[config.mk]
export PLATFORM = sky130hd
export DESIGN_NAME = reaction_round_seq
export DESIGN_NICKNAME = d
export VERILOG_FILES = /design/src/rtl/reaction_pkg.sv /design/src/rtl/ms_tick_gen.sv /design/src/rtl/reaction_round_seq.sv
export SDC_FILE = /design/constraint.sdc
export NUM_CORES = 1
export LEC_CHECK = 0
export ABC_CLOCK_PERIOD_IN_PS = 12300
export CAP_MARGIN = 20
export CORE_ASPECT_RATIO = 0.9
export CORE_MARGIN = 2
export CORE_UTILIZATION = 59
export CTS_CLUSTER_DIAMETER = 50
export DETAILED_ROUTE_END_ITERATION = 10
export DONT_BUFFER_PORTS = 1
export HOLD_SLACK_MARGIN = 0.05
export PLACE_DENSITY = 0.76
export SYNTH_ARGS = -nofsm -noshare
export SYNTH_HDL_FRONTEND = slang
export SYNTH_SLANG_ARGS = --single-unit
[constraint.sdc]
create_clock -name clk -period 12.3 [get_ports clk]
set_clock_uncertainty 0.2 [all_clocks]
set_input_delay 1.23 -clock clk [delete_from_list [all_inputs] [get_ports clk]]
set_output_delay 1.23 -clock clk [all_outputs]
set_load 0.005 [all_outputs]
[src/rtl/reaction_pkg.sv]
// Shared types and constants for the multi-round reaction-timer sequencer.
package reaction_pkg;

    typedef enum logic [2:0] {
        StIdle,
        StWait,
        StTiming,
        StResult,
        StFoul,
        StSummary
    } state_t;

    localparam logic [15:0] DISP_IDLE  = 16'h0000;
    localparam logic [15:0] DISP_WAIT  = 16'hBBBB;
    localparam logic [15:0] DISP_FOUL  = 16'hFFFF;
    localparam logic [15:0] SCORE_FOUL = 16'h9999;
    localparam logic [15:0] T_TIMEOUT  = 16'h1000;

    localparam int unsigned WAIT_BASE_S = 2;

    // Random pre-go delay in ms ticks: (base + dly) seconds.
    function automatic logic [13:0] wait_ms(input logic [2:0] dly);
        return (14'(WAIT_BASE_S) + {11'b0, dly}) * 14'd1000;
    endfunction

endpackage

[src/rtl/ms_tick_gen.sv]
// Millisecond prescaler: one-cycle tick every CLK_PER_MS clocks, held at zero while cleared.
module ms_tick_gen #(
    parameter int unsigned CLK_PER_MS = 100000
) (
    input  logic clk,
    input  logic clear,
    output logic tick
);

    localparam int unsigned CW = (CLK_PER_MS > 1) ? $clog2(CLK_PER_MS) : 1;
    localparam logic [CW-1:0] LAST = CW'(CLK_PER_MS - 1);

    logic [CW-1:0] cnt_q;

    always_ff @(posedge clk) begin
        if (clear || (cnt_q == LAST)) begin
            cnt_q <= '0;
        end else begin
            cnt_q <= cnt_q + CW'(1);
        end
    end

    assign tick = (cnt_q == LAST) && !clear;

endmodule

[src/rtl/reaction_round_seq.sv]
// Multi-round reaction-timer session sequencer: drives the BCD ms counter, scores rounds,
// tracks the best time and produces the four display digits.
module reaction_round_seq
    import reaction_pkg::*;
#(
    parameter int unsigned NUM_ROUNDS = 4,
    parameter int unsigned CLK_PER_MS = 100000
) (
    input  logic       clk,
    input  logic       clear,
    input  logic       start,
    input  logic       stop,
    input  logic [3:0] rnd,
    input  logic [3:0] d3,
    input  logic [3:0] d2,
    input  logic [3:0] d1,
    input  logic [3:0] d0,
    output logic       count_start,
    output logic       count_clear,
    output logic       led,
    output logic [3:0] hex3,
    output logic [3:0] hex2,
    output logic [3:0] hex1,
    output logic [3:0] hex0,
    output logic [3:0] round_idx,
    output logic       session_done
);

    state_t      state_q, state_d;
    logic [3:0]  round_q, round_d;
    logic [15:0] best_q, best_d;
    logic [15:0] t_q, t_d;
    logic [2:0]  dly_q, dly_d;
    logic [13:0] ms_q, ms_d;
    logic [15:0] hex_q, hex_d;
    logic        run_q, run_d;
    logic        cclr_q, cclr_d;
    logic        done_q, done_d;

    logic [15:0] live;
    logic        tick;
    logic        unused_rnd;

    assign live       = {d3, d2, d1, d0};
    assign unused_rnd = rnd[3];

    // Prescaler only runs inside WAIT, so it restarts from zero on every entry.
    ms_tick_gen #(
        .CLK_PER_MS(CLK_PER_MS)
    ) u_tick (
        .clk  (clk),
        .clear(clear || (state_q != StWait)),
        .tick (tick)
    );

    always_comb begin
        state_d = state_q;
        round_d = round_q;
        best_d  = best_q;
        t_d     = t_q;
        dly_d   = dly_q;
        ms_d    = ms_q;
        unique case (state_q)
            StIdle, StSummary: begin
                if (start) begin
                    state_d = StWait;
                    round_d = '0;
                    best_d  = SCORE_FOUL;
                    dly_d   = rnd[2:0];
                    ms_d    = '0;
                end
            end
            StWait: begin
                if (stop) begin
                    state_d = StFoul;
                end else if (tick) begin
                    if (ms_q == wait_ms(dly_q) - 14'd1) begin
                        state_d = StTiming;
                    end else begin
                        ms_d = ms_q + 14'd1;
                    end
                end
            end
            StTiming: begin
                // A timeout coinciding with stop still captures 1000, so one path covers both.
                if (stop || (live == T_TIMEOUT)) begin
                    t_d     = live;
                    state_d = StResult;
                    if (live < best_q) begin
                        best_d = live;
                    end
                end
            end
            StResult, StFoul: begin
                if (start) begin
                    if (round_q == 4'(NUM_ROUNDS - 1)) begin
                        state_d = StSummary;
                    end else begin
                        state_d = StWait;
                        round_d = round_q + 4'd1;
                        dly_d   = rnd[2:0];
                        ms_d    = '0;
                    end
                end
            end
            default: state_d = StIdle;
        endcase

        run_d  = (state_d == StTiming);
        cclr_d = (state_d == StWait) && (state_q != StWait);
        done_d = (state_d == StSummary) && (state_q != StSummary);
        unique case (state_d)
            StWait:    hex_d = DISP_WAIT;
            StTiming:  hex_d = live;
            StResult:  hex_d = t_d;
            StFoul:    hex_d = DISP_FOUL;
            StSummary: hex_d = best_d;
            default:   hex_d = DISP_IDLE;
        endcase
    end

    always_ff @(posedge clk) begin
        if (clear) begin
            state_q <= StIdle;
            round_q <= '0;
            best_q  <= SCORE_FOUL;
            t_q     <= '0;
            dly_q   <= '0;
            ms_q    <= '0;
            hex_q   <= '0;
            run_q   <= 1'b0;
            cclr_q  <= 1'b0;
            done_q  <= 1'b0;
        end else begin
            state_q <= state_d;
            round_q <= round_d;
            best_q  <= best_d;
            t_q     <= t_d;
            dly_q   <= dly_d;
            ms_q    <= ms_d;
            hex_q   <= hex_d;
            run_q   <= run_d;
            cclr_q  <= cclr_d;
            done_q  <= done_d;
        end
    end

    assign count_start  = run_q;
    assign led          = run_q;
    assign count_clear  = cclr_q;
    assign session_done = done_q;
    assign round_idx    = round_q;
    assign {hex3, hex2, hex1, hex0} = hex_q;

endmodule
==> results by group, run 1 <==
Global route
  – Vias in the first global route: 4587
  – Total track usage: 0.2726
  – Largest net degree at the start of global routing: 38
  – Grt ovf: 0
  – First-pass GRT wire length: 21.62 mm
  – Antenna violations before repair: 0

Cells and area
  – Nets: 689
  – Area grow syn2layout: 4.230%
  – Sequential cell area: 1842 sq um
  – Share of layout cells above drive strength 1: 0.04724
  – Multi-input combinational cell area: 3234 sq um
  – Non-Filler Instances: 754
  – Commonest non-fill, non-tap cells in the layout: dfxtp_1 (92), nand2_1 (91), nor2_1 (47)
  – Diodes inserted: 0
  – Final Util: 0.6423
  – Fillers: 754
  – Most common library cell in the layout ignoring fill and taps: dfxtp_1

Logic synthesis
  – Mapped Area: 5354 sq um
  – Dominant synthesized flop cell: dfxtp_1
  – Syn_nets: 710
  – Syn Area/Cell: 8.224 sq um
  – Post-synth cell types: 66
  – Fraction of registers with async set/reset: 0
  – Syn. warnings: 0
  – Register area share after synthesis: 0.3440
  – Post-synth EDFFs: 0
  – Gate Count Post-Synth: 651
  – FF+latch count, synth: 92

Clocking
  – CTS Hold Buffers Added: 0
  – CTS root buf: clkbuf_8
  – Resized cells post-CTS: 0
  – Clk_lat worst skew: 0.38 ns
  – # H-tree levels: 3
  – Setup Fix Bufs, Post-CTS: 0
  – Clock transition at path regs: 0.10 ns
  – CTS tree: done
  – Clock sink total: 92
  – Clk buf depth: 2
  – Number of buffers created by CTS: 9

Placement
  – DP HPWL: 9.082 mm
  – RD Place Congestion: 0.8567
  – Number of I/O port buffers: 0
  – Dpl cells: 738

Outcome
  – Status: finished clean

STA
  – Highest clock rate: 172.4 MHz
  – RSZ-0062 raised after global routing: false
  – Shortest period the worst path allows: 5.800 ns
  – Setup TNS: 0 ns
  – Period utilisation layout: 0.4715
  – Slew Viols, Final: 0
  – Fin. Hold Viols: 0
  – Worst-Margin Slew: 0.9185 ns
  – Rel. slew slack: 0.3836
  – Final setup viols: 0

Critical path
  – Worst path top cell family by delay: compound AO/OA/AOI/OAI gates
  – WP buf/inv: 2
  – Max incr delay on CP: 0.71 ns
  – Worst path slowest cell: o31ai_4
  – Crit path from: dly_q[1]
  – Setup crit end kind: flip-flop
  – Crit path launch type: flip-flop
  – WP data arrival: 5.81 ns
  – Critical Path, Cell by Cell: inv_1 > ha_1 > xnor2_1 > fa_1 > inv_1 > fa_1 > and4bb_1 > a21o_1 > a211o_1 > a211oi_1 > nand3_1 > a21oi_2 > nor2_2 > o31ai_4 > a41oi_1
  – Critical path fanouts, max: 13
  – Reg-to-reg startpoint: dly_q[1]
  – Req. time, crit path: 12.31 ns
  – Setup CP Type: reg2reg

Hold path
  – Worst Hold Launch: t_q[14]
  – HP Class: reg2reg

Power
  – Leakage: 2.116 nW
  – Worst vdd ir: 0.07310 mV
  – P per Cell Area: 110.2 nW/um^2

Job
  – Max Cap Viol: 0

Route
  – Avg WL per Cell: 17.03 um
  – Drt pass-1 iters: 5
  – Via Count: 4680
  – WL final: 12.84 mm
  – DRC errors left: 0
  – Iter 0 DRT Violations: 290
  – Vias per std cell: 6.207
  – Final ANT Viol Nets: 0

Floorplanning
  – Row count: 32
  – Die W: 104.4 um
  – Die area: 9853 sq um
  – Initial core utilization: 0.6162
  – Total core area: 8688 sq um
  – I/O pins: 48
  – Die Span Y: 94.37 um
## worst paths after layout
| check | to | slack, ns | depth (start not counted) |
|---|---|---|---|
| worst max-delay path | hex_q[0] | 6.50 | 15 |
| worst min-delay path | t_q[14] | 0.26 | 2 |
| worst max register to register | hex_q[0] | 6.50 | 15 |
| worst min register to register | t_q[14] | 0.26 | 2 |
## per-layer routing
layer | global-route usage | part of all wire | wire length, um | vias to the layer above
li1 | - | - | - | 2264
met1 | 0.3641 | 0.45 | 5803 | 2212
met2 | 0.4379 | 0.44 | 5692 | 186
met3 | 0.06004 | 0.090 | 1154 | 18
met4 | 0.09797 | 0.015 | 190 | 0
met5 | 0 | 0 | 0 | -
## worst reg2reg max path: stages (launching register included)
cell and delay [ns]:
dfxtp_1 0.54, inv_1 0.16, ha_1 0.41, xnor2_1 0.18, fa_1 0.55, inv_1 0.06, fa_1 0.55, and4bb_1 0.27
a21o_1 0.20, a211o_1 0.30, a211oi_1 0.44, nand3_1 0.16, a21oi_2 0.50, nor2_2 0.28, o31ai_4 0.71, a41oi_1 0.13
## where the power goes
part	total [W]	switching (W)	internal, W
combinational	0.0000824	0.0000493	0.0000331
clock	0.000223	0.000116	0.000107
sequential	0.000310	0.00000572	0.000304
total	0.000615	0.000171	0.000444
## final cells by class
cell class,count,area share
Timing Repair Buffer,3,0.004036
Sequential cell,92,0.3300
Multi-Input combinational cell,493,0.5796
Clock buffer,11,0.02713
Tap cell,119,0.02668
Clock inverter,5,0.01166
Inverter,31,0.02085
## state kept, by name, summed over array words and instances, names as in the netlist
name,flops
best_q,16
count_clear,1
count_start,1
dly_q,3
hex_q,16
ms_q,14
round_idx,4
session_done,1
state_q,3
t_q,16
u_tick.cnt_q,17
## cells by family (layout without fill, tap and decap cells)
group                      after synthesis  after routing  share of synthesized area
DFF                                     92             92                     0.3440
buffers and inverters                   66             50                    0.05188
xor gates and xnor gates                34             34                    0.06076
muxes                                    7              7                    0.01332
and+or+nand+nor                        259            259                     0.2398
AOI/OAI and AO/OA                      158            158                     0.2043
adders and majority gates               35             35                    0.08600
## synth_stat cells (3+ instances only)
master	count	area, sq um
nand3_1	25	125.1
clkbuf_1	22	82.58
mux2i_1	6	60.06
a32oi_1	3	26.28
xor2_1	12	105.1
a41oi_1	14	122.6
nand2b_1	4	25.02
a41o_1	3	30.03
o22ai_1	5	31.28
and4_1	4	35.03
buf_2	6	30.03
a21boi_1	3	22.52
o21ai_0	12	60.06
xnor2_1	20	175.2
nor2b_1	11	68.82
inv_1	31	116.4
nand2_1	91	341.6
and3_1	10	62.56
buf_4	6	45.04
nor2_1	47	176.4
fa_1	3	60.06
a21o_1	15	112.6
a211oi_1	6	45.04
nor4b_1	3	26.28
dfxtp_1	92	1842
ha_1	32	400.4
nor3_1	7	35.03
or3_1	7	43.79
a21oi_1	44	220.2
a32o_1	4	40.04
o21ai_1	13	65.06
or4_1	5	37.54
a211o_1	3	26.28
and2_1	17	106.4
o21a_1	10	75.07
a31oi_1	3	18.77
nor4_1	3	18.77
nand4_1	11	68.82
o211ai_1	6	45.04
## stage by stage
step	power [W]	area (sq um)	setup WS, ns	hold WS (ns)
after global routing	0.0006386	5580	6.178	0.2690
after global placement	0.0003947	5364	6.679	0.2295
final	0.0006151	5580	6.500	0.2564
after CTS	0.0006184	5580	6.624	0.2562
after floorplan	0.0003833	5354	7.679	0.2175
after detailed placement	0.0003977	5364	6.652	0.2372
Power figures use the tool's default switching activity.
==> run 2, diff against run 1 <==
ABC_CLOCK_PERIOD_IN_PS = 5100   (was 12300)
CORE_UTILIZATION = 58   (was 59)
PLACE_DENSITY = 0.77   (was 0.76)
clock period = 5.1 ns   (was 12.3 ns; I/O delays follow)
==> results by group, run 2 (synthesized netlist as in run 1, its figures left out) <==
Clocking
  – CTS root buf: clkbuf_8 (unchanged)
  – Clock transition at path regs: 0.10 ns (about the same)
  – CTS tree: done (unchanged)
  – Clk_lat worst skew: 0.37 ns (was 0.38 ns)
  – # H-tree levels: 3 (unchanged)
  – Clk buf depth: 2 (unchanged)
  – Clock sink total: 92 (unchanged)
  – Number of buffers created by CTS: 9 (unchanged)

Cells and area
  – Diodes inserted: 0 (unchanged)
  – Sequential cell area: 1843 sq um (was 1842 sq um)
  – Non-Filler Instances: 765 (was 754)
  – Area grow syn2layout: 5.726% (was 4.230%)
  – Fillers: 774 (was 754)
  – Max reg flops: 17 (unchanged)
  – Share of layout cells above drive strength 1: 0.06221 (was 0.04724)
  – Commonest non-fill, non-tap cells in the layout: nand2_1 (91), dfxtp_1 (91), nor2_1 (47) (was dfxtp_1 (92), nand2_1 (91), nor2_1 (47))
  – Biggest register: u_tick.cnt_q (unchanged)
  – Nets: 698 (was 689)
  – Final Instance Area: 5660 sq um (was 5580 sq um)
  – Multi-input combinational cell area: 3246 sq um (was 3234 sq um)

Critical path
  – Max incr delay on CP: 0.64 ns (was 0.71 ns)
  – Req. time, crit path: 5.11 ns (was 12.31 ns)
  – Worst path top cell family by delay: adder cells (was compound AO/OA/AOI/OAI gates)
  – WP data arrival: 4.86 ns (was 5.81 ns)
  – Setup crit end kind: flip-flop (unchanged)
  – WP buf/inv: 3 (was 2)
  – Worst flop-to-flop path endpoint: hex_q[7] (was hex_q[0])
  – Critical Path, Cell by Cell: inv_1 > ha_1 > xnor2_1 > fa_1 > inv_1 > fa_1 > and4bb_1 > nand4_1 > or4_1 > a21o_1 > a21oi_1 > a21o_4 > buf_4 > a21o_1 > a41oi_1 (was inv_1 > ha_1 > xnor2_1 > fa_1 > inv_1 > fa_1 > and4bb_1 > a21o_1 > a211o_1 > a211oi_1 > nand3_1 > a21oi_2 > nor2_2 > o31ai_4 > a41oi_1)
  – Reg-to-reg startpoint: dly_q[1] (unchanged)
  – Critical path fanouts, max: 16 (was 13)
  – Worst path slowest cell: fa_1 (was o31ai_4)
  – Setup CP Type: reg2reg (unchanged)
  – Worst Reg-to-Reg Cells: 15 (unchanged)
  – Flop-to-flop setup slack: 0.24 ns (was 6.50 ns)
  – Crit path launch type: flip-flop (unchanged)

Power
  – Worst vdd ir: 0.1769 mV (was 0.07310 mV)
  – Pwr Total: 0.001460 W (was 0.0006151 W)
  – P per Cell Area: 258.0 nW/um^2 (was 110.2 nW/um^2)
  – Share of power burned in combinational logic: 0.143 (was 0.134)
  – Leakage: 2.147 nW (was 2.116 nW)
  – Sw frac: 0.2765 (was 0.2776)
  – Int Pwr: 0.001057 W (was 0.0004443 W)
  – Switch Pwr: 0.0004037 W (was 0.0001707 W)
  – Clock share of power: 0.346 (was 0.363)
  – Sequential Power Share: 0.511 (was 0.503)

Global route
  – Vias in the first global route: 4609 (was 4587)
  – Total track usage: 0.2671 (was 0.2726)
  – First-pass GRT wire length: 21.82 mm (was 21.62 mm)
  – Grt ovf: 0 (unchanged)
  – Antenna violations before repair: 0 (unchanged)
  – Largest net degree at the start of global routing: 32 (was 38)

STA
  – Highest clock rate: 205.9 MHz (was 172.4 MHz)
  – Fin. Hold Viols: 0 (unchanged)
  – Period utilisation layout: 0.9524 (was 0.4715)
  – Setup TNS: 0 ns (unchanged)
  – RSZ-0062 raised after global routing: false (unchanged)
  – Final setup viols: 0 (unchanged)
  – Shortest period the worst path allows: 4.857 ns (was 5.800 ns)
  – Setup ws final: 0.2428 ns (was 6.500 ns)
  – Rel. slew slack: 0.4075 (was 0.3836)
  – Worst-Margin Slew: 0.8888 ns (was 0.9185 ns)
  – Slew Viols, Final: 0 (unchanged)

Route
  – Iter 0 DRT Violations: 327 (was 290)
  – Vias per std cell: 6.191 (was 6.207)
  – Final ANT Viol Nets: 0 (unchanged)
  – Drt pass-1 iters: 4 (was 5)
  – Avg WL per Cell: 17.05 um (was 17.03 um)
  – DRC errors left: 0 (unchanged)
  – WL final: 13.04 mm (was 12.84 mm)
  – Via Count: 4736 (was 4680)

Hold path
  – HP Class: in2reg (was reg2reg)
  – Hold worst-path end: t_q[14] (unchanged)
  – Worst Hold Launch: d3[2] (was t_q[14])
  – Hold depth: 2 (unchanged)

Placement
  – Number of I/O port buffers: 0 (unchanged)
  – RD Place Congestion: 0.8430 (was 0.8567)
  – DP HPWL: 9.382 mm (was 9.082 mm)
  – Placement-stage cell area: 5398 sq um (was 5364 sq um)
  – Dpl cells: 745 (was 738)
  – Pre-CTS setup slack: 0.1545 ns (was 6.652 ns)

Floorplanning
  – I/O pins: 48 (unchanged)
  – Initial core utilization: 0.5921 (was 0.6162)
  – Die W: 105.3 um (was 104.4 um)
  – Row count: 33 (was 32)
  – Die Span Y: 95.15 um (was 94.37 um)
  – Total core area: 9042 sq um (was 8688 sq um)
  – Die area: 10020 sq um (was 9853 sq um)

Job
  – Max Cap Viol: 0 (unchanged)

Outcome
  – Status: finished clean (unchanged)
run 2: cell types whose count changed in the layout (fill, tap and decap cells not counted), sizes merged:
cell      delta
clkinvlp     +2
buf          +9
inv          -2
clkbuf       -1
run 2: power groups by stage:
stage | Sequential, W | Combinational [W] | Clock (W)
after floorplan | 0.000757 | 0.000167 | 0
after global placement | 0.000762 | 0.000190 | 0
after detailed placement | 0.000763 | 0.000198 | 0
after CTS | 0.000746 | 0.000205 | 0.000509
after global routing | 0.000748 | 0.000231 | 0.000535
final | 0.000746 | 0.000210 | 0.000505
run 2: layout make-up:
class	instances	share of cell area
inverter	31	0.02056
clock buffer	10	0.02431
timing repair buffer	12	0.01813
sequential	92	0.3256
tap	122	0.02697
multi-input combinational	493	0.5734
clock inverter	5	0.01105
run 2: per-stage QoR:
step           hold slack (ns)  utilization
3_5_place_dp            0.2393       0.5969
3_3_place_gp            0.2282       0.5969
4_1_cts                0.05929       0.6213
6_report               0.06465       0.6260
2_1_floorplan           0.2175            -
5_1_grt                0.05643       0.6260
run 2: worst register-to-register path, stage by stage (launching register included):
cell,delay [ns]
dfxtp_1,0.34
inv_1,0.08
ha_1,0.40
xnor2_1,0.18
fa_1,0.56
inv_1,0.08
fa_1,0.64
and4bb_1,0.27
nand4_1,0.15
or4_1,0.55
a21o_1,0.22
a21oi_1,0.20
a21o_4,0.27
buf_4,0.25
a21o_1,0.14
a41oi_1,0.14
run 2: timing repair:
action / in CTS / in global routing
setup buffers: 0 / 4
hold endpoints to repair: 31 / 0
hold buffers: 1 / 0
endpoints found under the setup margin: 0 / 18
resized for setup: 0 / 3
run 2: worst max-delay path by stage:
stage	from	slack (ns)	to	cells past startpoint
after floorplan	dly_q[1]	0.48	hex_q[11]	16
after global placement	dly_q[2]	0.31	hex_q[7]	15
after detailed placement	dly_q[2]	0.15	hex_q[7]	16
after CTS	dly_q[2]	0.11	hex_q[7]	16
after global routing	dly_q[1]	0.05	hex_q[13]	15
final	dly_q[1]	0.24	hex_q[7]	15
run 2: routing by layer:
| layer | global-route usage | vias up | share of wire |
|---|---|---|---|
| li1 | - | 2285 | - |
| met1 | 0.3314 | 2248 | 0.44 |
| met2 | 0.4667 | 183 | 0.48 |
| met3 | 0.05742 | 20 | 0.061 |
| met4 | 0.08444 | 0 | 0.015 |
| met5 | 0 | - | 0 |
